## config.mk

```make
export PLATFORM = sky130hd
export DESIGN_NAME = alu_seq
export DESIGN_NICKNAME = d
export VERILOG_FILES = /design/src/rtl/alu_pkg.sv /design/src/rtl/alu_mul_seq.sv /design/src/rtl/alu_seq.sv
export SDC_FILE = /design/constraint.sdc
export NUM_CORES = 1
export LEC_CHECK = 0
export CORE_MARGIN = 2
export CORE_UTILIZATION = 65
export DETAILED_ROUTE_END_ITERATION = 8
export PLACE_DENSITY_LB_ADDON = 0.05
export SKIP_CTS_REPAIR_TIMING = 1
export SYNTH_ARGS = -nofsm -noshare
export SYNTH_HDL_FRONTEND = slang
export SYNTH_SLANG_ARGS = --single-unit
```

## constraint.sdc

```tcl
create_clock -name clk -period 5.6 [get_ports clk]
set_clock_uncertainty 0.2 [all_clocks]
set_input_delay 0.84 -clock clk [delete_from_list [all_inputs] [get_ports clk]]
set_output_delay 0.84 -clock clk [all_outputs]
set_load 0.02 [all_outputs]
```

## src/rtl/alu_pkg.sv

```systemverilog
// Shared types for the sequential ALU: opcodes, status flags and FSM states.
package alu_pkg;

  typedef enum logic [2:0] {
    OP_ADD = 3'd0,
    OP_SUB = 3'd1,
    OP_AND = 3'd2,
    OP_OR  = 3'd3,
    OP_XOR = 3'd4,
    OP_SHL = 3'd5,
    OP_SHR = 3'd6,
    OP_MUL = 3'd7
  } op_e;

  typedef struct packed {
    logic v;
    logic c;
    logic n;
    logic z;
  } flags_t;

  typedef enum logic [1:0] {
    IDLE = 2'd0,
    BUSY = 2'd1,
    DONE = 2'd2
  } state_e;

endpackage

```

## src/rtl/alu_mul_seq.sv

```systemverilog
// Shift-add multiplier, one multiplier bit per cycle. The first bit is consumed on
// the start cycle itself, so done (the Nth bit) fires N-1 cycles after start.
module alu_mul_seq #(
  parameter int N = 8
) (
  input  logic           clk,
  input  logic           rst_n,
  input  logic           start,
  input  logic [N-1:0]   a,
  input  logic [N-1:0]   b,
  output logic           done,
  output logic [2*N-1:0] product
);

  localparam int CW = $clog2(N) + 1;

  logic [2*N-1:0] mcand_q, prod_q, prod_d, mc, pa;
  logic [N-1:0]   mplier_q, mp;
  logic [CW-1:0]  cnt_q;
  logic           busy_q;

  // On start the fresh operands bypass the registers so the first iteration is not lost.
  assign mc      = start ? {{N{1'b0}}, a} : mcand_q;
  assign mp      = start ? b : mplier_q;
  assign pa      = start ? '0 : prod_q;
  assign prod_d  = pa + (mp[0] ? mc : '0);
  assign done    = busy_q && (cnt_q == CW'(N - 1));
  assign product = prod_d;

  always_ff @(posedge clk or negedge rst_n) begin
    if (!rst_n) begin
      mcand_q  <= '0;
      mplier_q <= '0;
      prod_q   <= '0;
      cnt_q    <= '0;
      busy_q   <= 1'b0;
    end else if (start || busy_q) begin
      prod_q   <= prod_d;
      mcand_q  <= mc << 1;
      mplier_q <= mp >> 1;
      if (start) begin
        cnt_q  <= CW'(1);
        busy_q <= 1'b1;
      end else if (done) begin
        cnt_q  <= '0;
        busy_q <= 1'b0;
      end else begin
        cnt_q  <= cnt_q + CW'(1);
      end
    end
  end

endmodule

```

## src/rtl/alu_seq.sv

```systemverilog
// Registered, handshaked ALU with flags and accumulator; single-cycle ops resolve at
// accept, MUL is delegated to the sequential multiplier.
module alu_seq
  import alu_pkg::*;
#(
  parameter int N = 8
) (
  input  logic         clk,
  input  logic         rst_n,
  input  logic         in_valid,
  output logic         in_ready,
  input  logic [N-1:0] A,
  input  logic [N-1:0] B,
  input  logic [2:0]   opcode,
  input  logic         acc_sel,
  input  logic         acc_clr,
  output logic         out_valid,
  input  logic         out_ready,
  output logic [N-1:0] Y,
  output logic [3:0]   flags
);

  localparam int SW = $clog2(N);

  typedef struct packed {
    logic [N-1:0] y;
    flags_t       f;
  } res_t;

  function automatic res_t alu_f(input op_e op, input logic [N-1:0] a, input logic [N-1:0] b);
    res_t          r;
    logic [N:0]    w;
    logic [SW-1:0] sh;
    r  = '0;
    w  = '0;
    sh = b[SW-1:0];
    case (op)
      OP_ADD: begin
        w     = {1'b0, a} + {1'b0, b};
        r.y   = w[N-1:0];
        r.f.c = w[N];
        r.f.v = (a[N-1] == b[N-1]) && (r.y[N-1] != a[N-1]);
      end
      OP_SUB: begin
        w     = {1'b0, a} - {1'b0, b};
        r.y   = w[N-1:0];
        r.f.c = w[N];
        r.f.v = (a[N-1] != b[N-1]) && (r.y[N-1] != a[N-1]);
      end
      OP_AND: r.y = a & b;
      OP_OR:  r.y = a | b;
      OP_XOR: r.y = a ^ b;
      // The extra guard bit catches the last bit shifted out; it stays 0 for sh==0.
      OP_SHL: begin
        w     = {1'b0, a} << sh;
        r.y   = w[N-1:0];
        r.f.c = w[N];
      end
      OP_SHR: begin
        w     = {a, 1'b0} >> sh;
        r.y   = w[N:1];
        r.f.c = w[0];
      end
      default: r = '0;
    endcase
    r.f.n = r.y[N-1];
    r.f.z = (r.y == '0);
    return r;
  endfunction

  state_e         state_q, state_d;
  logic [N-1:0]   y_q, y_d, acc_q, acc_d, op_a;
  flags_t         flags_q, flags_d;
  logic           out_valid_q, load, mul_start, mul_done;
  logic [2*N-1:0] mul_prod;
  res_t           alu_res;

  assign op_a      = acc_sel ? acc_q : A;
  assign alu_res   = alu_f(op_e'(opcode), op_a, B);
  assign mul_start = (state_q == IDLE) && in_valid && (op_e'(opcode) == OP_MUL);

  alu_mul_seq #(.N(N)) u_mul (
    .clk     (clk),
    .rst_n   (rst_n),
    .start   (mul_start),
    .a       (op_a),
    .b       (B),
    .done    (mul_done),
    .product (mul_prod)
  );

  always_comb begin
    state_d = state_q;
    y_d     = y_q;
    flags_d = flags_q;
    load    = 1'b0;
    case (state_q)
      IDLE: begin
        if (in_valid) begin
          if (op_e'(opcode) == OP_MUL) begin
            state_d = BUSY;
          end else begin
            state_d = DONE;
            y_d     = alu_res.y;
            flags_d = alu_res.f;
            load    = 1'b1;
          end
        end
      end
      BUSY: begin
        if (mul_done) begin
          state_d   = DONE;
          y_d       = mul_prod[N-1:0];
          flags_d.v = 1'b0;
          flags_d.c = |mul_prod[2*N-1:N];
          flags_d.n = mul_prod[N-1];
          flags_d.z = (mul_prod[N-1:0] == '0);
          load      = 1'b1;
        end
      end
      DONE: begin
        if (out_ready) state_d = IDLE;
      end
      default: state_d = IDLE;
    endcase
  end

  // A clear in the same cycle as a result load takes priority.
  assign acc_d = acc_clr ? '0 : (load ? y_d : acc_q);

  always_ff @(posedge clk or negedge rst_n) begin
    if (!rst_n) begin
      state_q     <= IDLE;
      y_q         <= '0;
      flags_q     <= '0;
      acc_q       <= '0;
      out_valid_q <= 1'b0;
    end else begin
      state_q     <= state_d;
      y_q         <= y_d;
      flags_q     <= flags_d;
      acc_q       <= acc_d;
      out_valid_q <= (state_d == DONE);
    end
  end

  assign in_ready  = (state_q == IDLE);
  assign out_valid = out_valid_q;
  assign Y         = y_q;
  assign flags     = flags_q;

endmodule

```

== Word level (Yosys, flattened, before mapping) ==
Cells that the tools add are included.

* Flip-flop bits (word level): 66
* Latch bits: 0
* RAM bits: 0
* Memory bits (read-only): 0
* Output and inout port bits: 14
* Word-level logic and storage cells: 87
* Memories: 0

* Add/subtract/negate cells: 4
* Multiply operators: 0
* Divide/modulo/power cells: 0
* Magnitude comparators: 0
* Equal/unequal tests: 18
* Shifts and indexed selects: 2
* Muxes and demuxes: 31
* Bitwise gates (word level): 3
* Reductions and logical operators: 16

{| class="wikitable"
|+ Operators by type and width
! operator !! number
|-
| 8-bit two-way mux || 7
|-
| 8-bit one-hot mux with 7 select lines || 1
|-
| 16-bit two-way mux || 3
|-
| 4-bit two-way mux || 5
|-
| 16-bit adder || 1
|-
| 8-bit zero test || 2
|-
| 8-bit one-hot mux with 2 select lines || 1
|-
| 3-bit equality test, second input constant || 4
|-
| 8-bit by 8-bit adder with 9-bit output || 1
|-
| 8-bit by 3-bit << shifter with 9-bit output || 1
|-
| 9-bit by 3-bit >> shifter with 9-bit output || 1
|-
| 8-bit by 8-bit subtractor with 9-bit output || 1
|-
| 8-bit bitwise AND || 1
|-
| 2-bit two-way mux || 4
|-
| 8-bit bitwise OR || 1
|-
| 4-bit one-hot mux with 2 select lines || 1
|-
| 8-bit OR reduction || 1
|-
| 8-bit bitwise XOR || 1
|-
| 3-bit by 2-bit equality test with 1-bit output, second input constant || 2
|-
| 2-bit != test, second input constant || 3
|-
| 2-bit one-hot mux with 3 select lines || 1
|-
| 2-bit nonzero test || 3
|-
| 1-bit logical AND || 5
|-
| 1-bit two-way mux || 5
|-
| other kinds (14) || 18
|}

== Longest topological paths before layout ==
* Depth in word-level cells: 10
* Mapped depth: 15

== By module ==
Synthesis repeated with hierarchy kept, for this count alone.

* Cells, all modules: 735
* Area, all modules: 6,266.0 sq um

{| class="wikitable"
|+ Modules (own cells, without submodules)
! module !! instances !! cells an instance !! area an instance (sq um)
|-
| alu_seq || 1 || 387 || 3,253.1
|-
| alu_mul_seq || 1 || 348 || 3,012.9
|}

== Worst setup path before layout ==
Ideal clock, no wire load.

* Path kind: input to register
* Start point: in opcode[1]
* End point: reg flags_q (netlist bit flags[2])
* Setup time: 129 ps
* Arrival time: 3,837 ps
* Data required time: 5,271 ps
* Path slack: 1,434 ps
* Stages: 15
* Cells stage by stage: clkbuf_1 -> and3_1 -> nand3_1 -> clkbuf_1 -> and2_1 -> ha_1 -> fa_1 -> a211oi_1 -> o21bai_1 -> and2_1 -> a22oi_1 -> a211oi_1 -> nor3_1 -> nand4_1 -> o41a_1

* Cells in the longest elaborated chain, start to end: 8

{| class="wikitable"
|+ RTL lines
! element !! RTL line !! source
|-
| start, declared || alu_seq.sv:14 || <nowiki>input logic [2:0] opcode,</nowiki>
|-
| 3-bit equality test || alu_seq.sv:80, alu_seq.sv:100 ||
|-
| 1-bit logical AND || alu_seq.sv:80 || <nowiki>assign mul_start = (state_q == IDLE) && in_valid && (op_e'(opcode) == OP_MUL);</nowiki>
|-
| 16-bit two-way mux / 8-bit two-way mux (equally long branches) || alu_mul_seq.sv:23, alu_mul_seq.sv:24 ||
|-
| 16-bit two-way mux || alu_mul_seq.sv:26 || <nowiki>assign prod_d = pa + (mp[0] ? mc : '0);</nowiki>
|-
| 16-bit adder || alu_mul_seq.sv:26 ||
|-
| 8-bit OR reduction || alu_seq.sv:115 || <nowiki>flags_d.c = |mul_prod[2*N-1:N];</nowiki>
|-
| 4-bit two-way mux || alu_seq.sv:111 || <nowiki>if (mul_done) begin</nowiki>
|-
| 4-bit one-hot mux with 2 select lines || alu_seq.sv:97 || <nowiki>case (state_q)</nowiki>
|-
| end signal, assigned || alu_seq.sv:141 || <nowiki>flags_q <= flags_d;</nowiki>
|-
| end, declared || alu_seq.sv:73 || <nowiki>flags_t flags_q, flags_d;</nowiki>
|}

Several ways; a longest one is shown, not always the timed one. The select of a mux whose other input is x is not followed.
A chain may end at the register's enable or synchronous reset.

== Worst setup path after layout ==
* Start point: in acc_sel
* End point: reg flags_q (netlist bit flags[2])

* Cells in the longest elaborated chain, start to end: 7

{| class="wikitable"
|+ RTL lines
! element !! RTL line !! source
|-
| start, declared || alu_seq.sv:15 || <nowiki>input logic acc_sel,</nowiki>
|-
| 8-bit two-way mux * || alu_seq.sv:78 || <nowiki>assign op_a = acc_sel ? acc_q : A;</nowiki>
|-
| 16-bit two-way mux || alu_mul_seq.sv:23 || <nowiki>assign mc = start ? {{N{1'b0}}, a} : mcand_q;</nowiki>
|-
| 16-bit two-way mux || alu_mul_seq.sv:26 ||
|-
| 16-bit adder || alu_mul_seq.sv:26 ||
|-
| 8-bit OR reduction || alu_seq.sv:115 ||
|-
| 4-bit two-way mux || alu_seq.sv:111 ||
|-
| 4-bit one-hot mux with 2 select lines * || alu_seq.sv:97 ||
|}

Mark *: on every way between the ends. The rest lies on a longest branch, timed or not. The select of a mux whose other input is x is not followed.

==> impl_metrics.env <==
export IMPL_path_class="in -> reg"
export IMPL_netlist_cell_type_count=66
export IMPL_required_ps=5630
export IMPL_die_area_um2=9390
export IMPL_clk_latency_ps=360
export IMPL_worst_hold_slack_ps=295
export IMPL_internal_power_mw=1.42
export IMPL_num_rows=33
export IMPL_cp_startpoint="acc_sel"
export IMPL_synthFlopType="dfrtp_1"
export IMPL_critPathMaxFanout=8
export IMPL_finalSetupTns_ps=0
export IMPL_final_hold_viol_count=0
export IMPL_p_seq_share_pct=32.7
export IMPL_regToRegEndpoint="flags[2]"
export IMPL_drtIter0Drc=460
export IMPL_async_flop_share_pct=100
export IMPL_yosysMostFrequentCell="dfrtp_1"
export IMPL_antenna_found_initial=0
export IMPL_r2r_slack_ps=1450
export IMPL_arrival_ps=4790
export IMPL_ys_top_cells_by_area="dfrtp_1 29%, ha_1 9.8%, mux2i_1 6.4%"
export IMPL_area_growth_pct=12.2
export IMPL_grt_usage_pct=34.9
export IMPL_cap_viol_max_count=0
export IMPL_period_share_pct=85.0
export IMPL_portBuffers=38
export IMPL_worst_slew_pin_slew_ps=893
export IMPL_synth_cells=629
export IMPL_final_max_slew_viol_count=0
export IMPL_p_clk_share_pct=19.4
export IMPL_root_buffer="clkbuf_8"
export IMPL_antenna_cells=0
export IMPL_power_density_nw_per_um2=385
export IMPL_postSynthAreaPerCell_um2=8.92
export IMPL_numCtsBuffers=9
export IMPL_utilization_pct=75.8
export IMPL_cts_tree="built"
export IMPL_setup_viol=0
export IMPL_p_leak_nw=2.90
export IMPL_drt_wl_total_mm=16.0
export IMPL_hold_class="reg -> reg"
export IMPL_drt_vias_per_instance=6.70
export IMPL_die_h_um=96.9
export IMPL_nets=728
export IMPL_htree_levels=3
export IMPL_grt_first_pass_wirelength_mm=26.4
export IMPL_max_vdd_ir_drop_v=0.000381
export IMPL_hold_end="u_mul.prod_q[7]"
export IMPL_fin_crit_ps=4760
export IMPL_hold_depth=2
export IMPL_place_ws_ps=554
export IMPL_mappedNetlistArea_um2=5610
export IMPL_grt_max_degree=67
export IMPL_status="finished clean"
export IMPL_yosysTopAreaCell="dfrtp_1"
export IMPL_hp_start="u_mul.prod_q[7]"
export IMPL_yosys_top_cells_count="66 x dfrtp_1, 54 x nand2_1, 48 x nor2_1"
export IMPL_synth_seq_area_share_pct=29.5
export IMPL_startpoint_type="input pin"
export IMPL_timing_fmax_mhz=210
export IMPL_num_vias=5129
export IMPL_wl_per_cell_um=21.0
export IMPL_timing_rr_start="state_q[1]"
export IMPL_yosys_area_top_type_share_pct=29.5
export IMPL_ys_warn_count=0
export IMPL_design_core_area_um2=8300
export IMPL_cts_buffer_depth=2
export IMPL_gr_total_overflow=0
export IMPL_drtAntennaViolNets=0
export IMPL_drc=0
export IMPL_die_w_um=96.9
export IMPL_grt_setup_unrepaired="false"
export IMPL_max_slew_margin_pct=40.2
export IMPL_synth_edf_count=0
export IMPL_ys_ff_latch=66
export IMPL_place_hpwl_mm=11.8
export IMPL_synth_fp_nets=701
export IMPL_p_switching_mw=1.00
export IMPL_num_io_pins=39
export IMPL_gp_congestion=1.01
export IMPL_swShare_pct=41.4
export IMPL_initial_utilization_pct=67.6
export IMPL_clk_pin_slew_worst_paths_ps=80
export IMPL_dr_pass1_iters=7
export IMPL_r2r_cells=14
export IMPL_drive_above_1_share_pct=9.23
export IMPL_cp_end_kind="flop"
export IMPL_finalWorstSetupSlack_ps=841
export IMPL_report_power_total_mw=2.42
export IMPL_comb_power_share_pct=48.0
export IMPL_grt_pass1_vias=5142
export IMPL_clkSinkCount=66
-- through the flow --
stage | cell area, um^2 | std cells
floorplan | 5610 | 629
global placement | 6070 | 750
detailed placement | 6070 | 750
CTS | 6290 | 766
global route | 6290 | 766
finish | 6290 | 766
-- cell type report --
type                       instances  area (um^2)
clock buffer                       9          124
clock inverter                     7          103
fill                             607         2000
inverter                          28          105
multi-input combinational        500         3690
sequential                        66         1650
tap                              105          131
timing repair buffer              51          485
-- per-layer routing --
layer	global-route usage (%)	share of wire (%)	wire length [um]
met2	55.3	47	7560
met3	7.01	7.3	1170
met4	16.7	3.9	627
met1	46.1	42	6690
met5	0	0	0
-- cells by family (layout without fill, tap and decap cells) --
kind of cell / Yosys count / in the layout / synth area share, %
AND/OR/NAND/NOR: 208 / 208 / 18.3
AO/OA/AOI/OAI: 157 / 157 / 18.3
flip-flops: 66 / 66 / 29.5
buffers and inverters: 63 / 95 / 4.66
multiplexers: 62 / 62 / 14.4
adder cells (fa/ha/maj): 47 / 47 / 10.9
XOR/XNOR: 26 / 26 / 4.06
-- placed cells by master, fill, tap and decap left out, types with 4 or more instances in the layout --
master            n
o21a_1            5
ha_1             44
nor2b_1           7
mux4_1            4
dfrtp_1          66
mux2i_1          36
and2_1           17
clkbuf_8          9
xor2_1            7
xnor2_1          19
inv_1            26
nand4_1           4
buf_4            12
o21ai_0          41
mux2_2           13
clkdlybuf4s50_1  37
mux2i_4           5
o31ai_1           7
nor3_1           13
nor2_1           48
a211oi_1          5
nand2_1          54
a21oi_1          29
or3_1             9
and3_1           13
nand2b_1          6
a31oi_1           5
o21bai_1          6
a21o_1            5
nand3_1          23
o211ai_1          5
a22oi_1          12
o22ai_1          10
-- critical path: stages --
cell and delay (ps):
clkdlybuf4s50_1 760, buf_4 290, mux2i_1 640, o31ai_1 170, ha_1 250, or3_1 420, o21bai_1 200, and2_1 190
a22oi_1 200, a211oi_1 130, nor3_1 220, nand4_1 110, o41a_1 360
-- power by group through the flow --
stage	Sequential [mW]	Clock, mW	Combinational (mW)
2_1_floorplan	0.784	0	0.790
3_3_place_gp	0.784	0	1.10
3_5_place_dp	0.795	0	1.14
4_1_cts	0.786	0.470	1.15
5_1_grt	0.810	0.494	1.26
6_report	0.791	0.469	1.16
-- registers in the layout, indices dropped and copies added (netlist names) --
register / flops
u_mul.mcand_q: 15
flags: 4
acc_q: 8
state_q: 2
Y: 8
out_valid: 1
u_mul.busy_q: 1
u_mul.mplier_q: 7
u_mul.cnt_q: 4
u_mul.prod_q: 16
-- worst max-delay path by stage --
stage	endpoint	slack [ps]	cells past startpoint
finish	flags[2]	840	13
detailed placement	flags[2]	550	13
global route	flags[2]	660	13
floorplan	flags[2]	1430	15
CTS	flags[2]	910	13
global placement	flags[2]	630	13
(Power assumes the default switching activity.)
